==> src/rtl/mmio_uart_responder.sv <==
// mmio_uart_responder -- memory-mapped UART byte FIFOs plus optional perf counters.
//
// Register window: 32 bytes at IO_BASE. A hit requires addr[31:5] == IO_BASE[31:5].
// The word offset is addr[4:2].
//   0 status   (RO)  bit0 TX not full, bit1 RX not empty, bit2 sticky tx_overflow.
//                    A read of this register clears tx_overflow.
//   1 rx data  (RO)  {24'b0, head byte}. A read pops one entry. Reading an empty FIFO returns 0.
//   2 tx data  (WO)  Any we bit set pushes din[7:0]. A write while full is dropped and sets tx_overflow.
//   4 cycles   (RO)  Free-running cycle count.
//   5 retired  (RO)  Count of inst_retire pulses.
//   6 clear    (WO)  A write zeroes both counters.
//
// Build option: MMIO_UART_COUNTERS_EN compiles in the two counters. When it is left
// undefined, offsets 4 and 5 read 0 and writes to offset 6 do nothing.
//
// Ports:
//   clk, rst_n                   clock and asynchronous active-low reset
//   addr, re, we, din, dout      CPU data-side bus. dout is registered one cycle after re.
//   tx_data, tx_valid, tx_ready  byte stream to the UART transmitter
//   rx_data, rx_valid, rx_ready  byte stream from the UART receiver
//   inst_retire                  one instruction retired this cycle

// Synchronous byte FIFO. It uses one extra pointer bit to tell full from empty.
// A push into a full FIFO is ignored. A pop from an empty FIFO is ignored.
module mmio_uart_fifo #(
  parameter int DEPTH = 8,
  parameter int W     = 8
) (
  input  logic         clk,
  input  logic         rst_n,
  input  logic         push,
  input  logic         pop,
  input  logic [W-1:0] wdata,
  output logic [W-1:0] rdata,
  output logic         full,
  output logic         empty
);
  localparam int AW = $clog2(DEPTH);

  logic [W-1:0] mem [DEPTH];
  logic [AW:0]  wptr, rptr;
  logic         push_ok, pop_ok;

  assign empty   = (wptr == rptr);
  assign full    = (wptr[AW] != rptr[AW]) && (wptr[AW-1:0] == rptr[AW-1:0]);
  assign push_ok = push && !full;
  assign pop_ok  = pop && !empty;
  assign rdata   = mem[rptr[AW-1:0]];

  always_ff @(posedge clk or negedge rst_n) begin
    if (!rst_n) begin
      wptr <= '0;
      rptr <= '0;
    end else begin
      if (push_ok) wptr <= wptr + 1'b1;
      if (pop_ok)  rptr <= rptr + 1'b1;
    end
  end

  // Storage is not reset. The pointers alone define which entries are valid.
  always_ff @(posedge clk) begin
    if (push_ok) mem[wptr[AW-1:0]] <= wdata;
  end
endmodule

module mmio_uart_responder #(
  parameter int          FIFO_DEPTH = 8,
  parameter logic [31:0] IO_BASE    = 32'h8000_0000
) (
  input  logic        clk,
  input  logic        rst_n,
  input  logic [31:0] addr,
  input  logic        re,
  input  logic [3:0]  we,
  input  logic [31:0] din,
  output logic [31:0] dout,
  output logic [7:0]  tx_data,
  output logic        tx_valid,
  input  logic        tx_ready,
  input  logic [7:0]  rx_data,
  input  logic        rx_valid,
  output logic        rx_ready,
  input  logic        inst_retire
);
  localparam logic [2:0] OFF_STAT = 3'd0, OFF_RXD = 3'd1, OFF_TXD = 3'd2,
                         OFF_CYC  = 3'd4, OFF_RET = 3'd5, OFF_CLR = 3'd6;

  logic        hit, rd_hit, wr_hit;
  logic [2:0]  off;
  logic        tx_full, tx_empty, rx_full, rx_empty;
  logic        tx_push_req, tx_push, tx_pop, tx_drop;
  logic        rx_push, rx_pop;
  logic [7:0]  rx_head;
  logic        tx_ovf;
  logic [31:0] rd_val;

  assign hit    = (addr[31:5] == IO_BASE[31:5]);
  assign off    = addr[4:2];
  assign rd_hit = hit && re;
  assign wr_hit = hit && (|we);

  // TX acceptance uses the full flag from before the edge. A drain in the same cycle
  // does not rescue a write that arrives while the FIFO is full.
  assign tx_push_req = wr_hit && (off == OFF_TXD);
  assign tx_push     = tx_push_req && !tx_full;
  assign tx_drop     = tx_push_req && tx_full;
  assign tx_valid    = !tx_empty;
  assign tx_pop      = tx_valid && tx_ready;

  assign rx_ready = !rx_full;
  assign rx_push  = rx_valid && rx_ready;
  assign rx_pop   = rd_hit && (off == OFF_RXD) && !rx_empty;

  mmio_uart_fifo #(.DEPTH(FIFO_DEPTH), .W(8)) u_tx_fifo (
    .clk, .rst_n, .push(tx_push), .pop(tx_pop), .wdata(din[7:0]),
    .rdata(tx_data), .full(tx_full), .empty(tx_empty)
  );

  mmio_uart_fifo #(.DEPTH(FIFO_DEPTH), .W(8)) u_rx_fifo (
    .clk, .rst_n, .push(rx_push), .pop(rx_pop), .wdata(rx_data),
    .rdata(rx_head), .full(rx_full), .empty(rx_empty)
  );

  // A status read clears tx_overflow. An overflow in the same cycle takes priority.
  always_ff @(posedge clk or negedge rst_n) begin
    if (!rst_n)                             tx_ovf <= 1'b0;
    else if (tx_drop)                       tx_ovf <= 1'b1;
    else if (rd_hit && (off == OFF_STAT))   tx_ovf <= 1'b0;
  end

`ifdef MMIO_UART_COUNTERS_EN
  logic [31:0] cyc_cnt, ret_cnt;
  logic        cnt_clr;
  assign cnt_clr = wr_hit && (off == OFF_CLR);

  // A clear takes priority over a same-cycle increment.
  always_ff @(posedge clk or negedge rst_n) begin
    if (!rst_n) begin
      cyc_cnt <= '0;
      ret_cnt <= '0;
    end else if (cnt_clr) begin
      cyc_cnt <= '0;
      ret_cnt <= '0;
    end else begin
      cyc_cnt <= cyc_cnt + 32'd1;
      if (inst_retire) ret_cnt <= ret_cnt + 32'd1;
    end
  end
`else
  logic unused_retire;
  assign unused_retire = inst_retire;
`endif

  logic unused_bits;
  assign unused_bits = ^{din[31:8], addr[1:0]};

  always_comb begin
    rd_val = '0;
    case (off)
      OFF_STAT: rd_val = {29'b0, tx_ovf, !rx_empty, !tx_full};
      OFF_RXD:  rd_val = rx_empty ? 32'd0 : {24'b0, rx_head};
`ifdef MMIO_UART_COUNTERS_EN
      OFF_CYC:  rd_val = cyc_cnt;
      OFF_RET:  rd_val = ret_cnt;
`endif
      default:  rd_val = '0;
    endcase
  end

  // dout changes only on a read. A read that misses the window returns 0.
  always_ff @(posedge clk or negedge rst_n) begin
    if (!rst_n)  dout <= '0;
    else if (re) dout <= hit ? rd_val : 32'd0;
  end
endmodule
==> config.mk <==
export PLATFORM = sky130hd
export DESIGN_NAME = mmio_uart_responder
export DESIGN_NICKNAME = d
export VERILOG_FILES = /design/src/rtl/mmio_uart_responder.sv
export SDC_FILE = /design/constraint.sdc
export NUM_CORES = 1
export LEC_CHECK = 0
export CAP_MARGIN = 15
export CORE_MARGIN = 3
export CORE_UTILIZATION = 40
export DETAILED_ROUTE_END_ITERATION = 12
export REMOVE_ABC_BUFFERS = 1
export SYNTH_ARGS = -nofsm -noshare
export SYNTH_HDL_FRONTEND = slang
export SYNTH_SLANG_ARGS = --single-unit
==> constraint.sdc <==
create_clock -name clk -period 4.8 [get_ports clk]
set_input_delay 0.96 -clock clk [delete_from_list [all_inputs] [get_ports clk]]
set_output_delay 0.96 -clock clk [all_outputs]
set_load 0.01 [all_outputs]
==> tab_implementation.tex <==
\begin{tabular}{lr}
\hline
Metric & Value \\
\hline
\multicolumn{2}{l}{\textbf{Clock network}} \\
\quad H-tree lvl count & 4 \\
\quad Number of gates resized after cts & 0 \\
\quad Post-CTS setup buffer count & 0 \\
\quad Clock-pin slew on the worst setup and hold paths & 60 ps \\
\quad CTS buffer count & 17 \\
\quad Cts-stage hold buffer count & 0 \\
\quad Clock tree from TritonCTS & done \\
\quad Buffer levels on the longest clock path & 2 \\
\quad Clock sink total & around 150 \\
\quad Root Driver & clkbuf\_16 \\
\quad Clock network latency to the later pin of the worst-skew pair & 420 ps \\
\multicolumn{2}{l}{\textbf{Layout}} \\
\quad Count of nets after finishing & 509 \\
\quad Final Instance Area & 7860 µm² \\
\quad Area growth from synthesis to final layout & 23.2\% \\
\quad Proportion of layout cells with a drive suffix above 1 & around a fifth \\
\quad Filler Cell Count & 1,306 \\
\quad Number of antenna cells inserted & 0 \\
\quad Commonest non-fill, non-tap cell in the layout & edfxtp\_1 \\
\quad Most used cells in the layout excluding fill and tap cells & edfxtp\_1, clkdlybuf4s50\_1, mux4\_2, dfrtp\_1, conb\_1 \\
\multicolumn{2}{l}{\textbf{Timing}} \\
\quad Highest achievable clock rate & about 280 MHz \\
\quad Count of final hold-check violations & 0 \\
\quad Final critical path time including I/O delays and setup & 3520 ps \\
\quad Final period utilization & between 70\% and 80\% \\
\quad Final worst clock skew & 7.67 ps \\
\quad Worst slew pin tran & 984 ps \\
\quad Total Neg Setup Slack & 0 ps \\
\quad Unrepaired setup endpoints after global routing & false \\
\quad Pins over their slew limit & 0 \\
\quad WHS & 486 ps \\
\quad Slew Limit Headroom & 34.1\% \\
\quad Final number of setup-violating endpoints & 0 \\
\multicolumn{2}{l}{\textbf{Global route}} \\
\quad Global-route total usage across every layer & around 15\% \\
\quad Antenna violations before repair & 0 \\
\quad Vias in the first global route & 3,407 \\
\quad Final global-route overflow total & 0 \\
\quad Pin count of the biggest net entering global routing & 26 \\
\quad Global-route wire length before repair & 19,300 µm \\
\multicolumn{2}{l}{\textbf{Worst setup path}} \\
\quad Buffers \& Inverters on Critical Path & 1 \\
\quad Max FO, Critical Path & 20 \\
\quad Cells traversed along the worst timing path & mux4\_2 -> mux2\_2 -> clkdlybuf4s50\_1 \\
\quad Arrival time at the worst endpoint & 2560 ps \\
\quad Critical path launch point & u\_tx\_fifo.rptr[1] \\
\quad Cell class contributing the biggest share of worst-path delay & flip-flops \\
\quad R2R Path End & u\_tx\_fifo.mem[4][6] \\
\quad Setup Crit Path Kind & reg -> out \\
\quad Capture point of the worst path & tx\_data[6] \\
\quad Stages on the worst setup path & 3 \\
\quad Slowest Stage Delay on Critical Path & 940 ps \\
\quad Capturing element type of the critical path & output pin \\
\quad Launching point of the worst reg2reg path & u\_tx\_fifo.rptr[1] \\
\quad Standard cell with the maximum stage delay on the critical path & dfrtp\_1 \\
\quad Startpoint type of the worst setup path & register \\
\quad CP Data Required Time & 3840 ps \\
\quad Reg2reg setup slack & roughly 1900 ps \\
\quad Cell depth of the worst flop-to-flop path & 5 \\
\multicolumn{2}{l}{\textbf{Placed design}} \\
\quad Standard cell area after detailed placement & between 7000 and 8000 µm² \\
\quad Placer congestion estimate & 0.694 \\
\quad Post-DP HPWL & 7760 µm \\
\quad Number of port buffers & 72 \\
\multicolumn{2}{l}{\textbf{Floorplanning}} \\
\quad Cell Rows & 45 \\
\quad Area inside the core boundary & 15,400 µm² \\
\quad Width of the die & 132 µm \\
\quad Initial standard-cell utilization of the core & around 41\% \\
\quad Die H & roughly 130 µm \\
\quad Number of ports placed on the die boundary & 124 \\
\quad Die outline area & between 15,000 and 20,000 µm² \\
\multicolumn{2}{l}{\textbf{Synthesis}} \\
\quad Cells after Synth & around 340 \\
\quad Number of storage elements in the synthesis netlist & 153 \\
\quad Share of async-settable or async-resettable flops after synthesis & 16.3\% \\
\quad Synth cell types & 38 \\
\quad Top FF cell, synth & edfxtp\_1 \\
\quad Post-Synthesis Mean Instance Area & $\sim$19 µm² \\
\quad Yosys warning count & 0 \\
\quad Netlist area before placement & 6380 µm² \\
\quad Sequential area share after synthesis & 70.1\% \\
\quad Number of enable flip-flop cells after synthesis & 128 \\
\multicolumn{2}{l}{\textbf{Power and ir drop}} \\
\quad Peak ir drop on the vdd network & $\sim$390 µV \\
\quad Cell area power density & 410 nW/µm² \\
\quad Total leakage power & around 2.6 nW \\
\quad Tot Pwr & 0.00322 W \\
\multicolumn{2}{l}{\textbf{Route}} \\
\quad Total detailed-routing wirelength & roughly 12,000 µm \\
\quad Initial DRC Count & between 100 and 150 \\
\quad Antenna-violating nets left & 0 \\
\quad Avg Vias per Cell & 4.87 \\
\quad Final routed DRC violation total & 0 \\
\quad Via Count & 3,154 \\
\quad Per-cell routed wire length & 18.6 µm \\
\quad DRT Pass-1 Iters & 4 \\
\multicolumn{2}{l}{\textbf{Run status}} \\
\quad Status & completed \\
\multicolumn{2}{l}{\textbf{Run}} \\
\quad Number of maximum-capacitance constraint violations & 0 \\
\multicolumn{2}{l}{\textbf{Hold path}} \\
\quad Class of the worst hold path & reg -> reg \\
\hline
\end{tabular}
[flip-flops by register name, summed over array words and instances, names as in the netlist]
name	cells
tx_ovf	1
dout	8
u_tx_fifo.rptr	4
u_rx_fifo.mem	64
u_rx_fifo.wptr	4
u_tx_fifo.wptr	4
u_rx_fifo.rptr	4
u_tx_fifo.mem	64
[power breakdown]
group	switching [W]	internal (W)	total [W]	leakage, nW
clock network	0.000504	0.000878	0.00138	0.294
logic	0.000139	0.000111	0.000250	0.833
registers	0.0000464	0.00155	0.00159	1.50
[how the worst min path moves through the flow]
stage	end	startpoint	slack [ps]	cells past startpoint
floorplan	tx_ovf	tx_ovf	460	1
global placement	tx_ovf	tx_ovf	480	1
detailed placement	u_rx_fifo.wptr[3]	u_rx_fifo.wptr[3]	480	1
CTS	u_tx_fifo.rptr[3]	u_tx_fifo.rptr[3]	490	1
global route	u_rx_fifo.wptr[3]	u_rx_fifo.wptr[3]	510	1
finish	u_tx_fifo.rptr[3]	u_tx_fifo.rptr[3]	490	1
[kinds of logic after synthesis]
group / synth area share [%]
simple gates: 5.71
fa+ha+maj: 0.785
buf+inv: 4.14
xor+xnor: 2.86
compound gates: 1.61
mux: 14.8
flops: 70.1
other cells: 0.0588
[worst reg2reg max path, delay by kind of cell (launching register included)]
kind          cells  cell delay, ps
flops             1             940
xor+xnor          1             210
simple gates      4            1440
[Yosys cell counts (5+ instances only)]
library cell / instances / share of area (%)
edfxtp_1: 128 / 60
mux4_2: 32 / 11
buf_4: 25 / 2.9
dfrtp_1: 25 / 9.8
nor2_1: 14 / 0.82
xnor2_1: 14 / 1.9
mux2_2: 13 / 2.3
nand2_1: 8 / 0.47
o2bb2ai_1: 8 / 1.1
nand3_1: 7 / 0.55
mux2i_1: 6 / 0.94
nor3_1: 6 / 0.47
nand2b_1: 5 / 0.49
xor2_1: 5 / 0.69
[final cells by class]
class                           count  area [µm²]  share of cell area, %
Clock buffer                       19         443                   5.64
Sequential cell                   153        4470                   56.9
Multi-Input combinational cell    173        1740                   22.2
Tap cell                          211         264                   3.36
Inverter                            1        3.75                 0.0478
Clock inverter                     13         178                   2.26
Timing Repair Buffer               77         758                   9.65
[per-layer routing]
layer / GRT usage [%] / wire (µm) / vias up
met3: 4.08 / 435 / 18
li1: - / - / 1469
met4: 5.20 / 177 / 0
met5: 0 / 0 / -
met1: 17.8 / 5020 / 1610
met2: 25.7 / 6420 / 57
[through the flow]
step / setup slack, ps / util, % / std cells
2_1_floorplan: 1960 / - / 327
3_3_place_gp: 1220 / 46.9 / 615
3_5_place_dp: 1200 / 46.9 / 615
4_1_cts: 1240 / 50.9 / 647
5_1_grt: 1160 / 50.9 / 647
6_report: 1280 / 50.9 / 647
Note: power is estimated with default switching activity, not from simulation.
